File: src/rtl/nx_indirect_access_cntrl_v3.sv
// Indirect-access controller: turns CSR command writes into single or sweep
// accesses on one of N_TABLES memories via a grant/rsp handshake.
module nx_indirect_access_cntrl_v3 #(
    parameter int unsigned MEM_TYPE        = 0,
    parameter int unsigned CMND_ADDRESS    = 0,
    parameter int unsigned N_TIMER_BITS    = 6,
    parameter int unsigned N_REG_ADDR_BITS = 16,
    parameter int unsigned N_DATA_BITS     = 32,
    parameter int unsigned N_TABLES        = 4,
    parameter int unsigned N_ENTRIES       = 1024,
    parameter int unsigned N_ERR_BITS      = 8,
    parameter logic [N_DATA_BITS-1:0] RESET_DATA = '0,
    localparam int unsigned AW = (N_ENTRIES > 1) ? $clog2(N_ENTRIES) : 1,
    localparam int unsigned TW = (N_TABLES > 1) ? $clog2(N_TABLES) : 1
) (
    input  logic                       clk,
    input  logic                       rst,
    input  logic                       wr_stb,
    input  logic [N_REG_ADDR_BITS-1:0] reg_addr,
    input  logic [3:0]                 cmnd_op,
    input  logic [AW-1:0]              cmnd_addr,
    input  logic [TW-1:0]              cmnd_table_id,
    input  logic [N_TABLES*AW-1:0]     addr_limit,
    input  logic [N_DATA_BITS-1:0]     wr_dat,
    output logic [2:0]                 stat_code,
    output logic [AW-1:0]              stat_ptr,
    output logic [N_ERR_BITS-1:0]      err_cnt,
    output logic                       enable,
    output logic [N_DATA_BITS-1:0]     rd_dat,
    output logic [N_TABLES-1:0]        sw_cs,
    output logic                       sw_we,
    output logic                       sw_ce,
    output logic [AW-1:0]              sw_add,
    output logic [N_DATA_BITS-1:0]     sw_wdat,
    input  logic [N_DATA_BITS-1:0]     sw_rdat,
    input  logic                       sw_match,
    input  logic [AW-1:0]              sw_aindex,
    input  logic                       grant,
    input  logic                       rsp,
    output logic                       yield,
    output logic                       reset
);

    localparam logic [3:0] OP_NOP        = 4'h0;
    localparam logic [3:0] OP_READ       = 4'h1;
    localparam logic [3:0] OP_WRITE      = 4'h2;
    localparam logic [3:0] OP_ENABLE     = 4'h3;
    localparam logic [3:0] OP_DISABLE    = 4'h4;
    localparam logic [3:0] OP_RESET      = 4'h5;
    localparam logic [3:0] OP_INIT       = 4'h6;
    localparam logic [3:0] OP_INIT_INC   = 4'h7;
    localparam logic [3:0] OP_SET_INIT   = 4'h8;
    localparam logic [3:0] OP_COMPARE    = 4'h9;
    localparam logic [3:0] OP_SET_PTR    = 4'hA;
    localparam logic [3:0] OP_READ_INC   = 4'hB;
    localparam logic [3:0] OP_WRITE_INC  = 4'hC;
    localparam logic [3:0] OP_RSVD       = 4'hD;
    localparam logic [3:0] OP_SIM_TMO    = 4'hE;
    localparam logic [3:0] OP_ACK_ERROR  = 4'hF;

    localparam logic [2:0] ST_RDY = 3'd0;
    localparam logic [2:0] ST_BSY = 3'd1;
    localparam logic [2:0] ST_TMO = 3'd2;
    localparam logic [2:0] ST_OVR = 3'd3;
    localparam logic [2:0] ST_NXM = 3'd4;
    localparam logic [2:0] ST_UOP = 3'd5;
    localparam logic [2:0] ST_PDN = 3'd7;

    // Timeout fires on the busy cycle that would take the timer to all-ones.
    localparam logic [N_TIMER_BITS-1:0] TMO_AT = {{(N_TIMER_BITS-1){1'b1}}, 1'b0};

    typedef enum logic [3:0] {
        StPowerdown, StReady, StError, StDoReset, StDoInit,
        StDoWrite, StDoRead, StReadDone, StDoCompare, StCompareDone
    } state_t;

    state_t                  state;
    logic [TW-1:0]           tid;
    logic [AW-1:0]           addr_lat;
    logic [AW-1:0]           sweep;
    logic [AW-1:0]           init_start;
    logic [AW-1:0]           ptr;
    logic [N_DATA_BITS-1:0]  wdat;
    logic [N_TIMER_BITS-1:0] timer;
    logic                    inc_mode;
    logic                    seed_mode;
    logic                    sim_tmo;

    logic          cmd_hit, issue, gnt, busy, in_access, step, is_inc_op, needs_chk, err_req;
    logic [2:0]    err_code;
    logic [AW-1:0] acc_addr, lim_new, lim_cur;

    function automatic logic [AW-1:0] limit_of(input logic [TW-1:0] t,
                                               input logic [N_TABLES*AW-1:0] lims);
        logic [AW-1:0] l;
        l = '0;
        for (int i = 0; i < N_TABLES; i++) begin
            if (t == TW'(i)) l = lims[i*AW +: AW];
        end
        return l;
    endfunction

    function automatic logic [N_TABLES-1:0] cs_of(input logic [TW-1:0] t);
        logic [N_TABLES-1:0] cs;
        for (int i = 0; i < N_TABLES; i++) cs[i] = (t == TW'(i));
        return cs;
    endfunction

    assign cmd_hit   = wr_stb && (reg_addr == N_REG_ADDR_BITS'(CMND_ADDRESS));
    assign issue     = cmd_hit && (cmnd_op != OP_NOP) && (cmnd_op != OP_SIM_TMO);
    assign gnt       = grant && !sim_tmo;
    assign in_access = state inside {StDoReset, StDoInit, StDoWrite, StDoRead, StDoCompare};
    assign busy      = in_access || (state == StReadDone) || (state == StCompareDone);
    assign step      = in_access ? gnt : rsp;
    assign is_inc_op = (cmnd_op == OP_READ_INC) || (cmnd_op == OP_WRITE_INC);
    assign needs_chk = cmnd_op inside {OP_READ, OP_WRITE, OP_COMPARE, OP_INIT, OP_INIT_INC,
                                       OP_READ_INC, OP_WRITE_INC};
    assign acc_addr  = is_inc_op ? ptr : cmnd_addr;
    assign lim_new   = limit_of(cmnd_table_id, addr_limit);
    assign lim_cur   = limit_of(tid, addr_limit);
    assign stat_ptr  = ptr;
    assign yield     = timer[N_TIMER_BITS-1];

    // Error sources in priority order UOP > NXM > TMO > OVR.
    always_comb begin
        err_req  = 1'b1;
        err_code = ST_UOP;
        if (issue && cmnd_op == OP_RSVD && state != StError) begin
            err_code = ST_UOP;
        end else if (issue && state == StReady && needs_chk && acc_addr > lim_new) begin
            err_code = ST_NXM;
        end else if (busy && !step && timer == TMO_AT) begin
            err_code = ST_TMO;
        end else if (issue && busy) begin
            err_code = ST_OVR;
        end else begin
            err_req  = 1'b0;
            err_code = ST_RDY;
        end
    end

    always_comb begin
        sw_add = addr_lat;
        if (state == StDoReset || state == StDoInit) sw_add = sweep;
        else if (inc_mode) sw_add = ptr;
    end

    assign sw_wdat = (state == StDoReset) ? RESET_DATA : wdat;

    always_ff @(posedge clk) begin
        if (rst) begin
            state      <= (MEM_TYPE == 0) ? StReady : StPowerdown;
            stat_code  <= (MEM_TYPE == 0) ? ST_RDY : ST_PDN;
            enable     <= (MEM_TYPE == 0);
            rd_dat     <= RESET_DATA;
            sw_cs      <= '0;
            sw_we      <= 1'b0;
            sw_ce      <= 1'b0;
            reset      <= 1'b0;
            err_cnt    <= '0;
            ptr        <= '0;
            tid        <= '0;
            addr_lat   <= '0;
            sweep      <= '0;
            init_start <= '0;
            wdat       <= '0;
            timer      <= '0;
            inc_mode   <= 1'b0;
            seed_mode  <= 1'b0;
            sim_tmo    <= 1'b0;
        end else begin
            timer <= (busy && !step && !err_req) ? timer + N_TIMER_BITS'(1) : '0;
            if (cmd_hit && cmnd_op == OP_SIM_TMO) sim_tmo <= 1'b1;

            if (err_req) begin
                state     <= StError;
                stat_code <= err_code;
                if (err_cnt != '1) err_cnt <= err_cnt + N_ERR_BITS'(1);
                sw_cs     <= '0;
                sw_we     <= 1'b0;
                sw_ce     <= 1'b0;
                reset     <= 1'b0;
                if (err_code == ST_TMO) sim_tmo <= 1'b0;
            end else begin
                unique case (state)
                    StPowerdown: begin
                        if (issue && cmnd_op == OP_ENABLE) begin
                            state     <= StReady;
                            stat_code <= ST_RDY;
                            enable    <= 1'b1;
                        end
                    end
                    StReady: begin
                        if (issue) begin
                            tid       <= cmnd_table_id;
                            addr_lat  <= cmnd_addr;
                            wdat      <= wr_dat;
                            inc_mode  <= is_inc_op;
                            seed_mode <= (cmnd_op == OP_INIT_INC);
                            case (cmnd_op)
                                OP_WRITE, OP_WRITE_INC: begin
                                    state     <= StDoWrite;
                                    stat_code <= ST_BSY;
                                    sw_cs     <= cs_of(cmnd_table_id);
                                    sw_we     <= 1'b1;
                                end
                                OP_READ, OP_READ_INC: begin
                                    state     <= StDoRead;
                                    stat_code <= ST_BSY;
                                    sw_cs     <= cs_of(cmnd_table_id);
                                end
                                OP_COMPARE: begin
                                    state     <= StDoCompare;
                                    stat_code <= ST_BSY;
                                    sw_cs     <= cs_of(cmnd_table_id);
                                    sw_ce     <= 1'b1;
                                end
                                OP_RESET: begin
                                    state     <= StDoReset;
                                    stat_code <= ST_BSY;
                                    sw_cs     <= cs_of(cmnd_table_id);
                                    sw_we     <= 1'b1;
                                    reset     <= 1'b1;
                                    sweep     <= '0;
                                end
                                OP_INIT, OP_INIT_INC: begin
                                    state     <= StDoInit;
                                    stat_code <= ST_BSY;
                                    sw_cs     <= cs_of(cmnd_table_id);
                                    sw_we     <= 1'b1;
                                    sweep     <= init_start;
                                end
                                OP_DISABLE: begin
                                    state     <= StPowerdown;
                                    stat_code <= ST_PDN;
                                    enable    <= 1'b0;
                                end
                                OP_SET_INIT: init_start <= cmnd_addr;
                                OP_SET_PTR:  ptr        <= cmnd_addr;
                                default: ;
                            endcase
                        end
                    end
                    StError: begin
                        if (issue && cmnd_op == OP_ACK_ERROR) begin
                            state     <= enable ? StReady : StPowerdown;
                            stat_code <= enable ? ST_RDY : ST_PDN;
                        end
                    end
                    StDoWrite, StDoRead, StDoCompare: begin
                        if (gnt) begin
                            if (inc_mode) ptr <= (ptr == lim_cur) ? '0 : ptr + AW'(1);
                            sw_cs <= '0;
                            sw_we <= 1'b0;
                            sw_ce <= 1'b0;
                            if (state == StDoWrite) begin
                                state     <= StReady;
                                stat_code <= ST_RDY;
                            end else if (state == StDoRead) begin
                                state <= StReadDone;
                            end else begin
                                state <= StCompareDone;
                            end
                        end
                    end
                    StReadDone: begin
                        if (rsp) begin
                            rd_dat    <= sw_rdat;
                            state     <= StReady;
                            stat_code <= ST_RDY;
                        end
                    end
                    StCompareDone: begin
                        if (rsp) begin
                            rd_dat    <= N_DATA_BITS'({sw_match, sw_aindex});
                            state     <= StReady;
                            stat_code <= ST_RDY;
                        end
                    end
                    StDoReset, StDoInit: begin
                        // INIT also stops at the table limit so a bad start cannot run away.
                        if (gnt) begin
                            if (sweep == lim_cur || (state == StDoInit && sweep == addr_lat)) begin
                                state     <= StReady;
                                stat_code <= ST_RDY;
                                sw_cs     <= '0;
                                sw_we     <= 1'b0;
                                reset     <= 1'b0;
                            end else begin
                                sweep <= sweep + AW'(1);
                                if (seed_mode) wdat <= wdat + N_DATA_BITS'(1);
                            end
                        end
                    end
                    default: begin
                        state     <= StReady;
                        stat_code <= ST_RDY;
                    end
                endcase
            end
        end
    end

endmodule

File: config.mk
export PLATFORM = sky130hd
export DESIGN_NAME = nx_indirect_access_cntrl_v3
export DESIGN_NICKNAME = d
export VERILOG_FILES = /design/src/rtl/nx_indirect_access_cntrl_v3.sv
export SDC_FILE = /design/constraint.sdc
export NUM_CORES = 1
export LEC_CHECK = 0
export CAP_MARGIN = 20
export CORE_MARGIN = 1
export CORE_UTILIZATION = 53
export CTS_CLUSTER_DIAMETER = 80
export DETAILED_ROUTE_END_ITERATION = 10
export GPL_TIMING_DRIVEN = 0
export HOLD_SLACK_MARGIN = 0.03
export PLACE_DENSITY_LB_ADDON = 0.1
export SLEW_MARGIN = 20
export SYNTH_ARGS = -nofsm -noshare
export SYNTH_HDL_FRONTEND = slang
export SYNTH_SLANG_ARGS = --single-unit
File: constraint.sdc
create_clock -name clk -period 9 [get_ports clk]
set_clock_uncertainty 0.2 [all_clocks]
set_input_delay 0.9 -clock clk [delete_from_list [all_inputs] [get_ports clk]]
set_output_delay 0.9 -clock clk [all_outputs]
set_load 0.02 [all_outputs]
==> out/results.tsv, run 1 <==
metric	value	unit
clock_insertion_delay_at_the_later_pin_of_the_skew_report	0.43	ns
antenna_violating_nets_post_route	0	
ys_ff_latch	138	
vias_per_cell	6.12	
met3_wirelength	3210	µm
ys_async_sr_fraction	0	
ctsHtreeMaxLevel	4	
fin_nets	1631	
grt_usage	0.354	
timing.critical_path.required	9.17	ns
die_y	132	µm
detailedRoute.firstIterationViolations	1079	
clock-sinks	138	
cts_root_buffer	sky130_fd_sc_hd__clkbuf_16	
floorplan.core_area	0.0166	mm²
postSynthAreaPerCell	7.58	µm²
crit_family	compound AO/OA/AOI/OAI gates	
cts_tree	yes	
grt_pass1_wl	49500	µm
crit_chain	clkdlybuf4s50_1 > clkbuf_1 > nor2_1 > nand2_1 > o21ai_0 > nand2_1 > mux2_2 > ha_1 > a211oi_1 > o21ai_0 > o211ai_1 > o211a_1 > o32a_1 > buf_2 > nand3_1 > a21o_1 > nor2_1	
finalWeightedCongestion	0.965	
remaining_design_rule_violation_count	0	
crit_type	input pin to flip-flop	
antenna_cells_inserted	0	
grt.overflow.total	0	
fp.dieArea	0.0175	mm²
synth.cell_area	0.00901	mm²
kind_of_launch_point_of_the_worst_setup_path	input pin	
worst_slack	3.47	ns
finalPower	0.00202	W
yosys_warnings	0	
route.final.wire_length	31400	µm
most_frequently_used_flop_master_after_synthesis	sky130_fd_sc_hd__dfxtp_1	
cpMaxStageDelayCell	sky130_fd_sc_hd__clkdlybuf4s50_1	
post-cts-setup-buffer-count	0	
finalSetupViolCount	0	
dr.max_layer_used	met4	
instances_no_fill	1695	
detailedPlace.worstSlack	3.20	ns
fmaxAchievable	0.181	GHz
placed_cells	1664	
max-cap-violations	0	
grt_max_degree	17	
clkTransAtPathRegs	0.06	ns
cp.buffers_inverters	3	
maximum_buffer_depth_of_the_clock_tree	2	
synth_enable_flop_cells	0	
cts_hold_buf	0	
tightestPinTransition	0.872	ns
library_cells_used_by_synthesis	74	
p_leak	4.35	nW
yosysSeqAreaShare	0.306	
fin_tns_setup	0	ns
port_buffers	254	
relSlewSlack	0.413	
critPathMaxStageDelay	0.48	ns
drt-pass1-iter-count	6	
final_hold_viol_count	0	
cts-buffers-inserted	17	
outcome	finished, final reports clean	
place_hpwl	23400	µm
unrepaired_setup_endpoints_after_global_routing	no	
avgRoutedWirePerCell	18.5	µm
finalHoldWorstSlack	0.254	ns
layout-drive-gt1-share	0.0617	
drt-met1-wl	12200	µm
detailroute.wirelength.met2	14700	µm
floorplan.initialDensity	0.544	
syn_inst_count	1189	
rows	47	
grt_pass1_vias	9644	
num_vias	10365	
fillerInstances	1332	
multi_input_area	0.00579	mm²
num_io_pins	256	
layout_worst_path_cycle_share	0.614	
cts.repair.resized	0	
die-width	132	µm
timing.critical_path.arrival	5.70	ns
syn-num-nets	1357	
syn2layout_area_growth	38.4	%
grt_antenna_before_repair	0	
final_max_slew_viol_count	0	
area_of_all_sequential_standard_cells	0.00276	mm²
peakVddDrop	0.000154	V
worstPathMaxFanout	10	
critical_path.endpoint_type	flip-flop	
finalWorstPathRequiredPeriod	5.53	ns
power_per_cell_area	162	mW/mm²
hold_class	flip-flop to flip-flop	
flip-flops by register name (all words and copies together), names as in the netlist, 2 cells and up:
register,count
wdat,32
addr_lat,10
tid,2
state,4
stat_ptr,10
stat_code,3
sw_cs,4
init_start,10
rd_dat,32
err_cnt,8
timer,6
sweep,10
cells by family after synthesis:
| group | synth area share |
|---|---|
| AO/OA/AOI/OAI | 0.213 |
| buffers and inverters | 0.0520 |
| XOR/XNOR | 0.0466 |
| adder cells (fa/ha/maj) | 0.0222 |
| multiplexers | 0.0811 |
| AND/OR/NAND/NOR | 0.278 |
| flip-flops | 0.306 |
Yosys cell counts (4+ instances only):
cell                        count  area share
sky130_fd_sc_hd__or2_2          6      0.0042
sky130_fd_sc_hd__nand4_1       12      0.0083
sky130_fd_sc_hd__o31ai_1        6      0.0050
sky130_fd_sc_hd__o41ai_1        7      0.0068
sky130_fd_sc_hd__nor2_1       105       0.044
sky130_fd_sc_hd__nor3_1        26       0.014
sky130_fd_sc_hd__o21ai_1        5      0.0028
sky130_fd_sc_hd__a211oi_1      23       0.019
sky130_fd_sc_hd__buf_2         15      0.0083
sky130_fd_sc_hd__nor4_1         7      0.0049
sky130_fd_sc_hd__a22o_1         4      0.0039
sky130_fd_sc_hd__mux2i_1       16       0.018
sky130_fd_sc_hd__a32o_1         4      0.0044
sky130_fd_sc_hd__o211ai_1       4      0.0033
sky130_fd_sc_hd__and3_1        22       0.015
sky130_fd_sc_hd__mux4_2        15       0.037
sky130_fd_sc_hd__or4_1          7      0.0058
sky130_fd_sc_hd__nor2b_1       42       0.029
sky130_fd_sc_hd__ha_1          16       0.022
sky130_fd_sc_hd__a21oi_1      114       0.063
sky130_fd_sc_hd__inv_1         18      0.0075
sky130_fd_sc_hd__and4_1         4      0.0039
sky130_fd_sc_hd__or3_1          5      0.0035
sky130_fd_sc_hd__nand3_1       59       0.033
sky130_fd_sc_hd__a2111oi_0      4      0.0039
sky130_fd_sc_hd__o32ai_1        9      0.0087
sky130_fd_sc_hd__nor3b_1        6      0.0050
sky130_fd_sc_hd__a31oi_1        8      0.0056
sky130_fd_sc_hd__clkbuf_1      76       0.032
sky130_fd_sc_hd__a21o_1         5      0.0042
sky130_fd_sc_hd__nand2_1      189       0.079
sky130_fd_sc_hd__a311oi_1      11       0.011
sky130_fd_sc_hd__dfxtp_1      138        0.31
sky130_fd_sc_hd__a22oi_1       10      0.0083
sky130_fd_sc_hd__o22ai_1        5      0.0035
sky130_fd_sc_hd__xnor2_1       37       0.036
sky130_fd_sc_hd__xor2_1        11       0.011
sky130_fd_sc_hd__mux2_2         9       0.011
sky130_fd_sc_hd__o21ai_0       59       0.033
sky130_fd_sc_hd__mux4_1         5       0.015
sky130_fd_sc_hd__nand2b_1      18       0.012
layout make-up:
cell class	instances	area share
Timing Repair Buffer	255	0.204
Buffer	97	0.0322
Clock buffer	18	0.0352
Tap cell	220	0.0221
Sequential cell	138	0.221
Inverter	18	0.00541
Clock inverter	13	0.0154
Multi-Input combinational cell	936	0.464
metal layers:
layer  vias to the layer above  track usage
met2                       643        0.591
li1                       4817            -
met1                      4796        0.440
met5                         -            0
met3                       109       0.0728
met4                         0        0.155
worst paths after layout:
path | start | to | slack (ns) | cells after the start
hold reg to reg | rd_dat[28]$_SDFFE_PP0P_ | rd_dat[28]$_SDFFE_PP0P_ | 0.25 | 2
setup reg to reg | stat_ptr[5]$_SDFFE_PP0P_ | timer[2]$_SDFF_PP0_ | 5.13 | 12
hold / removal | rd_dat[28]$_SDFFE_PP0P_ | rd_dat[28]$_SDFFE_PP0P_ | 0.25 | 2
setup / recovery | cmnd_op[0] | timer[2]$_SDFF_PP0_ | 3.47 | 17
tightest hold or removal path: cells and delay by family (launching register included):
| family | cells | cell delay (ns) |
|---|---|---|
| flops | 1 | 0.31 |
| simple gates | 1 | 0.05 |
| compound gates | 1 | 0.05 |
metrics by stage:
step | util | cell area (µm²)
final | 0.753 | 12500
after floorplan | - | 9010
after CTS | 0.752 | 12500
after global placement | 0.714 | 11800
after global routing | 0.753 | 12500
after detailed placement | 0.714 | 11800
power breakdown:
group,internal (W),switching [W]
registers,0.000639,0.0000221
clock network,0.000472,0.000286
logic,0.000247,0.000350
placed cells by master, fill, tap and decap left out, types with 7 or more instances in the layout:
master / synthesis / layout
sky130_fd_sc_hd__o21ai_0: 59 / 59
sky130_fd_sc_hd__a22oi_1: 10 / 10
sky130_fd_sc_hd__nand2_1: 189 / 189
sky130_fd_sc_hd__a211oi_1: 23 / 23
sky130_fd_sc_hd__o41ai_1: 7 / 7
sky130_fd_sc_hd__nor2_1: 105 / 105
sky130_fd_sc_hd__xor2_1: 11 / 11
sky130_fd_sc_hd__dfxtp_1: 138 / 138
sky130_fd_sc_hd__mux2_2: 9 / 9
sky130_fd_sc_hd__and3_1: 22 / 22
sky130_fd_sc_hd__clkbuf_1: 76 / 76
sky130_fd_sc_hd__buf_2: 15 / 16
sky130_fd_sc_hd__mux4_2: 15 / 15
sky130_fd_sc_hd__nand3_1: 59 / 59
sky130_fd_sc_hd__nand2b_1: 18 / 18
sky130_fd_sc_hd__clkbuf_16: 0 / 17
sky130_fd_sc_hd__o32ai_1: 9 / 9
sky130_fd_sc_hd__ha_1: 16 / 16
sky130_fd_sc_hd__mux2i_1: 16 / 16
sky130_fd_sc_hd__xnor2_1: 37 / 37
sky130_fd_sc_hd__a31oi_1: 8 / 8
sky130_fd_sc_hd__nor3_1: 26 / 25
sky130_fd_sc_hd__inv_1: 18 / 18
sky130_fd_sc_hd__a21oi_1: 114 / 114
sky130_fd_sc_hd__a311oi_1: 11 / 11
sky130_fd_sc_hd__clkdlybuf4s50_1: 0 / 254
sky130_fd_sc_hd__nand4_1: 12 / 12
sky130_fd_sc_hd__nor2b_1: 42 / 42
sky130_fd_sc_hd__or4_1: 7 / 7
No activity file was read; power rests on OpenSTA's default activity.
==> inputs of run 2 (changes only) <==
CORE_UTILIZATION = 44   (was 53)
clock period = 4.5 ns   (was 9 ns; I/O delays follow)
==> run 2 against run 1 <==
Worst hold slack got worse by 0.0047 ns. First-iteration DRC count is 24% lower. Combinational power up 100%. Worst setup slack lost 3.3 ns. Cell count rose by 2.9%. Power is 97% higher. Non-clock buffer count up 3. Critical endpoint is now rd_dat[11]$_SDFFE_PP0P_. Largest cell class unchanged. Largest power group unchanged.
==> out/results.tsv, run 2 (synthesized netlist as in run 1, its figures left out) <==
metric	value	unit	change
hold-path-cell-count	2		unchanged
internal_power	0.00257	W	+89%
avgRoutedWirePerCell	18.5	µm	-0.34%
sw_frac_of_total	0.353		+0.0265
final_cell_mix	sky130_fd_sc_hd__clkdlybuf4s50_1 (254), sky130_fd_sc_hd__nand2_1 (188), sky130_fd_sc_hd__dfxtp_1 (138), sky130_fd_sc_hd__a21oi_1 (114), sky130_fd_sc_hd__nor2_1 (104)		
timing.rr.start	state[2]$_SDFFE_PP0P_		
combinationalPowerShare	0.304		+0.008
final_max_slew_viol_count	0		unchanged
drt-pass1-iter-count	6		unchanged
crit_family	simple AND/OR/NAND/NOR gates		
finalWorstPathRequiredPeriod	4.31	ns	
peakVddDrop	0.000270	V	+75%
num_vias	10211		-1.5%
timing.critical_path.required	4.59	ns	-4.58 ns
fmaxAchievable	0.232	GHz	
timing.hold.worst.start	rd_dat[23]$_SDFFE_PP0P_		
fin_nets	1634		+0.18%
power.net_switching	0.00140	W	+110%
grt.overflow.total	0		unchanged
end_of_flow_core_utilization	0.638		-0.115
crit_chain	clkdlybuf4s50_1 > clkbuf_2 > nor2_2 > nand2_1 > o21ai_0 > nand2_2 > mux2_2 > ha_1 > a211oi_1 > o21ai_0 > o211ai_1 > o211a_1 > o32ai_4 > or3_1 > clkbuf_1 > nand2_1 > a21oi_1		
r2r_cells	10		-2
finalSetupViolCount	0		unchanged
cpMaxStageDelayCell	sky130_fd_sc_hd__or3_1		
rows	51		+8.5%
layout_worst_path_cycle_share	0.957		
critPathMaxStageDelay	0.52	ns	+0.04 ns
hold_class	flip-flop to flip-flop		
grt.met1_usage	0.394		-0.0461
cts_root_buffer	sky130_fd_sc_hd__clkbuf_16		
antenna_violating_nets_post_route	0		unchanged
clkTransAtPathRegs	0.07	ns	about the same
fp.dieArea	0.0211	mm²	+20%
final_hold_viol_count	0		unchanged
instances_no_fill	1744		+2.9%
ctsHtreeMaxLevel	4		unchanged
floorplan.core_area	0.0198	mm²	+19%
route.final.wire_length	32200	µm	+2.5%
die_y	145	µm	+9.6%
kind_of_launch_point_of_the_worst_setup_path	input pin		
grt_max_degree	17		unchanged
p_leak	4.40	nW	+1.0%
syn2layout_area_growth	39.9	%	
timing.critical_path.arrival	4.40	ns	-1.30 ns
minimum_setup_slack_among_reg_to_reg_paths	0.94	ns	-4.19 ns
place_hpwl	24300	µm	+3.8%
outcome	finished, final reports clean		
unrepaired_setup_endpoints_after_global_routing	no		
die-width	145	µm	+9.6%
largestRegisters	rd_dat: 32 flops, wdat: 32 flops		
final_common_cell	sky130_fd_sc_hd__clkdlybuf4s50_1		
grt_usage	0.303		-0.0508
vias_per_cell	5.85		-4.3%
power_per_cell_area	314	mW/mm²	+95%
grt_pass1_wl	51100	µm	+3.2%
maximum_buffer_depth_of_the_clock_tree	2		unchanged
cp.buffers_inverters	3		unchanged
cts_tree	yes		
finalWeightedCongestion	0.941		-2.6%
clock_insertion_delay_at_the_later_pin_of_the_skew_report	0.43	ns	about the same
grtUsageMet2	0.502		-0.0890
critical_path.endpoint_type	flip-flop		
num_io_pins	256		unchanged
worstPathMaxFanout	10		unchanged
relSlewSlack	0.378		-0.0353
crit-reg2reg-capture	stat_ptr[0]$_SDFFE_PP0P_		
finalPower	0.00397	W	+97%
tightestPinTransition	0.925	ns	+0.0524 ns
grt_pass1_vias	9548		-1.0%
floorplan.initialDensity	0.456		-0.0879
max-cap-violations	0		unchanged
detailedRoute.firstIterationViolations	821		-24%
gr-max-usage-layer	met2		
gr-usage-met3	0.0544		-0.0184
cts_hold_buf	0		unchanged
clock-sinks	138		unchanged
placed_cells	1708		+2.6%
grt_antenna_before_repair	0		unchanged
cts-buffers-inserted	17		unchanged
clock_power_share	0.364		-0.012
crit_type	input pin to flip-flop		
port_buffers	254		unchanged
sequential_power_share	0.333		+0.005
timing.hold.worst_endpoint	rd_dat[23]$_SDFFE_PP0P_		
remaining_design_rule_violation_count	0		unchanged
layout-drive-gt1-share	0.0751		+0.0134
antenna_cells_inserted	0		unchanged
-- run 2: through the flow --
stage / setup WS [ns] / hold WS, ns / cell area, µm² / TNS, ns
final: 0.194 / 0.249 / 12600 / 0
after CTS: 0.0609 / 0.254 / 12500 / 0
after global routing: 0.00505 / 0.272 / 12600 / 0
after floorplan: 0.626 / 0.230 / 9010 / 0
after detailed placement: -0.986 / 0.244 / 11900 / -77.79
after global placement: -0.886 / 0.237 / 11900 / -68.34
-- run 2: how the worst max path moves through the flow --
stage	from	cells past startpoint	slack [ns]	to
after floorplan	cmnd_table_id[0]	11	0.63	err_cnt[7]$_SDFFE_PP0P_
after global placement	cmnd_op[0]	17	-0.89	timer[5]$_SDFF_PP0_
after detailed placement	cmnd_op[0]	17	-0.99	timer[2]$_SDFF_PP0_
after CTS	state[2]$_SDFFE_PP0P_	9	0.06	sw_add[9]
after global routing	cmnd_op[0]	18	0.005	addr_lat[8]$_SDFFE_PP0P_
final	cmnd_op[0]	17	0.19	rd_dat[11]$_SDFFE_PP0P_
-- run 2: layout make-up --
| cell class | count | area [µm²] |
|---|---|---|
| Clock inverter | 15 | 171 |
| Fill cell | 1814 | 7170 |
| Buffer | 96 | 414 |
| Tap cell | 265 | 332 |
| Timing Repair Buffer | 259 | 2580 |
| Inverter | 18 | 67.6 |
| Multi-Input combinational cell | 936 | 5860 |
| Sequential cell | 138 | 2760 |
| Clock buffer | 17 | 425 |
-- run 2: routing by layer --
layer / vias up / routed length (µm)
li1: 4825 / -
met5: - / 0
met3: 73 / 2630
met2: 550 / 15100
met1: 4763 / 13500
met4: 0 / 931
-- run 2: what timing repair did --
item,4_1_cts,5_1_grt
gates resized for setup,12,15
setup endpoints to repair,114,89
pin swaps,0,2
setup buffers,0,5
-- run 2: worst min-delay path, stage by stage (launching register included) --
cell	delay (ns)
sky130_fd_sc_hd__dfxtp_1	0.31
sky130_fd_sc_hd__nand2_1	0.05
sky130_fd_sc_hd__a21oi_1	0.05
-- run 2: power by group through the flow --
stage               clock (W)  combinational, W  sequential [W]
detailed placement          0           0.00118         0.00135
floorplan                   0          0.000664         0.00139
finish                0.00144           0.00120         0.00132
global route          0.00151           0.00130         0.00132
CTS                   0.00145           0.00118         0.00132
global placement            0           0.00117         0.00135
==> inputs of run 3 (changes only) <==
TNS_END_PERCENT = 1   (was default)
==> run 3 against run 2 <==
Clock power hardly changed. Worst hold slack got worse by 0.00070 ns. Worst setup slack got worse by 0.085 ns. Power is 0.17% higher. Cell count is 0.29% lower. Register-to-register slack worse by 0.05 ns. Critical path depth decreased by 3. Sequential cell count unchanged. Utilization decreased by 0.18 points. Critical path type unchanged. Largest power group unchanged.
==> out/results.tsv, run 3 (synthesized netlist as in run 1, its figures left out) <==
metric	value	unit	change
layout-drive-gt1-share	0.0733		-0.00178
worst_path_most_repeated_cell	sky130_fd_sc_hd__o21ai_0		
timing.critical_path.required	4.66	ns	+0.07 ns
power.net_switching	0.00141	W	+0.44%
p_leak	4.36	nW	-0.81%
critPathMaxStageDelay	0.58	ns	+0.06 ns
worst_slack	0.108	ns	-0.0852 ns
rows	51		unchanged
kind_of_launch_point_of_the_worst_setup_path	input pin		
layout_worst_path_cycle_share	0.976		+0.0189
crit_chain	clkdlybuf4s50_1 > inv_1 > o21ai_0 > nand2_2 > mux2_2 > ha_1 > a211oi_1 > o21ai_0 > o211ai_1 > o211a_1 > o32a_2 > nand3_1 > or4_1 > a22oi_1		
power_per_cell_area	316	mW/mm²	+0.46%
hold_class	flip-flop to flip-flop		
placed_cells	1708		unchanged
placed_area	0.0119	mm²	unchanged
detailedRoute.firstIterationViolations	783		-4.6%
timing.critical_path.arrival	4.55	ns	+0.15 ns
fillerInstances	1821		+0.39%
drt-pass1-iter-count	5		-1
clkTransAtPathRegs	0.07	ns	about the same
combinationalPowerShare	0.305		about the same
grt_pass1_wl	51100	µm	unchanged
end_of_flow_core_utilization	0.636		-0.00184
floorplan.core_area	0.0198	mm²	unchanged
die_y	145	µm	unchanged
antenna_cells_inserted	0		unchanged
grt_antenna_before_repair	0		unchanged
grt.overflow.total	0		unchanged
relSlewSlack	0.346		-0.0316
num_io_pins	256		unchanged
cts-buffers-inserted	17		unchanged
floorplan.initialDensity	0.456		unchanged
vias_per_cell	5.85		-0.13%
cts_root_buffer	sky130_fd_sc_hd__clkbuf_16		
clock_insertion_delay_at_the_later_pin_of_the_skew_report	0.44	ns	about the same
fp.dieArea	0.0211	mm²	unchanged
grt_pass1_vias	9548		unchanged
clock_power_share	0.363		about the same
outcome	finished, final reports clean		
crit_family	compound AO/OA/AOI/OAI gates		
finalWeightedCongestion	0.941		unchanged
final_hold_viol_count	0		unchanged
grt_max_degree	17		unchanged
clock-sinks	138		unchanged
finish.instance_area	0.0126	mm²	-0.29%
antenna_violating_nets_post_route	0		unchanged
avgRoutedWirePerCell	18.5	µm	+0.23%
ctsHtreeMaxLevel	4		unchanged
internal_power	0.00257	W	about the same
num_vias	10168		-0.42%
tightestPinTransition	0.972	ns	+0.0470 ns
fin_nets	1629		-0.31%
syn2layout_area_growth	39.5	%	
cpMaxStageDelayCell	sky130_fd_sc_hd__clkdlybuf4s50_1		
detailedPlace.worstSlack	-0.986	ns	unchanged
remaining_design_rule_violation_count	0		unchanged
cts_tree	yes		
route.final.wire_length	32200	µm	about the same
cp.buffers_inverters	2		-1
post-cts-setup-buffer-count	0		unchanged
largestRegisters	rd_dat: 32 flops, wdat: 32 flops		
cts_hold_buf	0		unchanged
finalSetupViolCount	0		unchanged
final_cell_mix	sky130_fd_sc_hd__clkdlybuf4s50_1 (254), sky130_fd_sc_hd__nand2_1 (188), sky130_fd_sc_hd__dfxtp_1 (138), sky130_fd_sc_hd__a21oi_1 (113), sky130_fd_sc_hd__nor2_1 (103)		
max-cap-violations	0		unchanged
grt_usage	0.303		unchanged
fmaxAchievable	0.228	GHz	-1.9%
port_buffers	254		unchanged
critical_path.endpoint_type	flip-flop		
crit_type	input pin to flip-flop		
peakVddDrop	0.000273	V	+0.99%
final_common_cell	sky130_fd_sc_hd__clkdlybuf4s50_1		
die-width	145	µm	unchanged
instances_no_fill	1739		-0.29%
final_max_slew_viol_count	0		unchanged
multi_input_area	0.00586	mm²	unchanged
fin_tns_setup	0	ns	unchanged
sw_frac_of_total	0.354		+0.000972
place_hpwl	24300	µm	unchanged
sequential_power_share	0.332		about the same
worstPathMaxFanout	10		unchanged
unrepaired_setup_endpoints_after_global_routing	yes		
area_of_all_sequential_standard_cells	0.00276	mm²	unchanged
maximum_buffer_depth_of_the_clock_tree	2		unchanged
finalWorstPathRequiredPeriod	4.39	ns	+0.0852 ns
-- run 3: layout make-up --
type                    count  area share
repair buffers            254       0.202
clock buffers              17      0.0338
multi-input cells         936       0.466
inverters                  18     0.00537
flip-flops and latches    138       0.220
well taps                 265      0.0264
clock inverters            15      0.0136
plain buffers              96      0.0330
-- run 3: worst paths after layout --
kind                           startpoint                        to  slack, ns  cells after the start
setup reg to reg    state[2]$_SDFFE_PP0P_  stat_ptr[0]$_SDFFE_PP0P_       0.89                     10
setup / recovery               cmnd_op[1]     wdat[27]$_SDFFE_PP0P_       0.11                     14
hold / removal    rd_dat[23]$_SDFFE_PP0P_   rd_dat[23]$_SDFFE_PP0P_       0.25                      2
hold reg to reg   rd_dat[23]$_SDFFE_PP0P_   rd_dat[23]$_SDFFE_PP0P_       0.25                      2
-- run 3: tightest hold or removal path, cell delays in order, from the launching register on --
cell                      delay (ns)
sky130_fd_sc_hd__dfxtp_1        0.31
sky130_fd_sc_hd__nand2_1        0.05
sky130_fd_sc_hd__a21oi_1        0.05
-- run 3: repair_timing --
action / in CTS / in global routing
setup endpoints to repair: 114 / 89
pin swaps: 0 / 2
resized for setup: 12 / 17
-- run 3: power groups by stage --
stage	registers (W)	logic [W]	clock network (W)
4_1_cts	0.00132	0.00118	0.00145
2_1_floorplan	0.00139	0.000664	0
5_1_grt	0.00132	0.00130	0.00151
3_3_place_gp	0.00135	0.00117	0
6_report	0.00132	0.00121	0.00144
3_5_place_dp	0.00135	0.00118	0
-- run 3: through the flow --
| stage | hold slack, ns | total power (W) |
|---|---|---|
| 4_1_cts | 0.254 | 0.00396 |
| 6_report | 0.249 | 0.00397 |
| 3_5_place_dp | 0.244 | 0.00252 |
| 2_1_floorplan | 0.230 | 0.00205 |
| 5_1_grt | 0.272 | 0.00414 |
| 3_3_place_gp | 0.237 | 0.00251 |
-- run 3: layer usage --
metal / track usage / part of all wire / vias up / wire length (µm)
met1: 0.394 / 0.42 / 4759 / 13600
li1: - / - / 4817 / -
met5: 0 / 0 / - / 0
met2: 0.502 / 0.47 / 518 / 15100
met4: 0.104 / 0.029 / 0 / 924
met3: 0.0544 / 0.080 / 74 / 2570
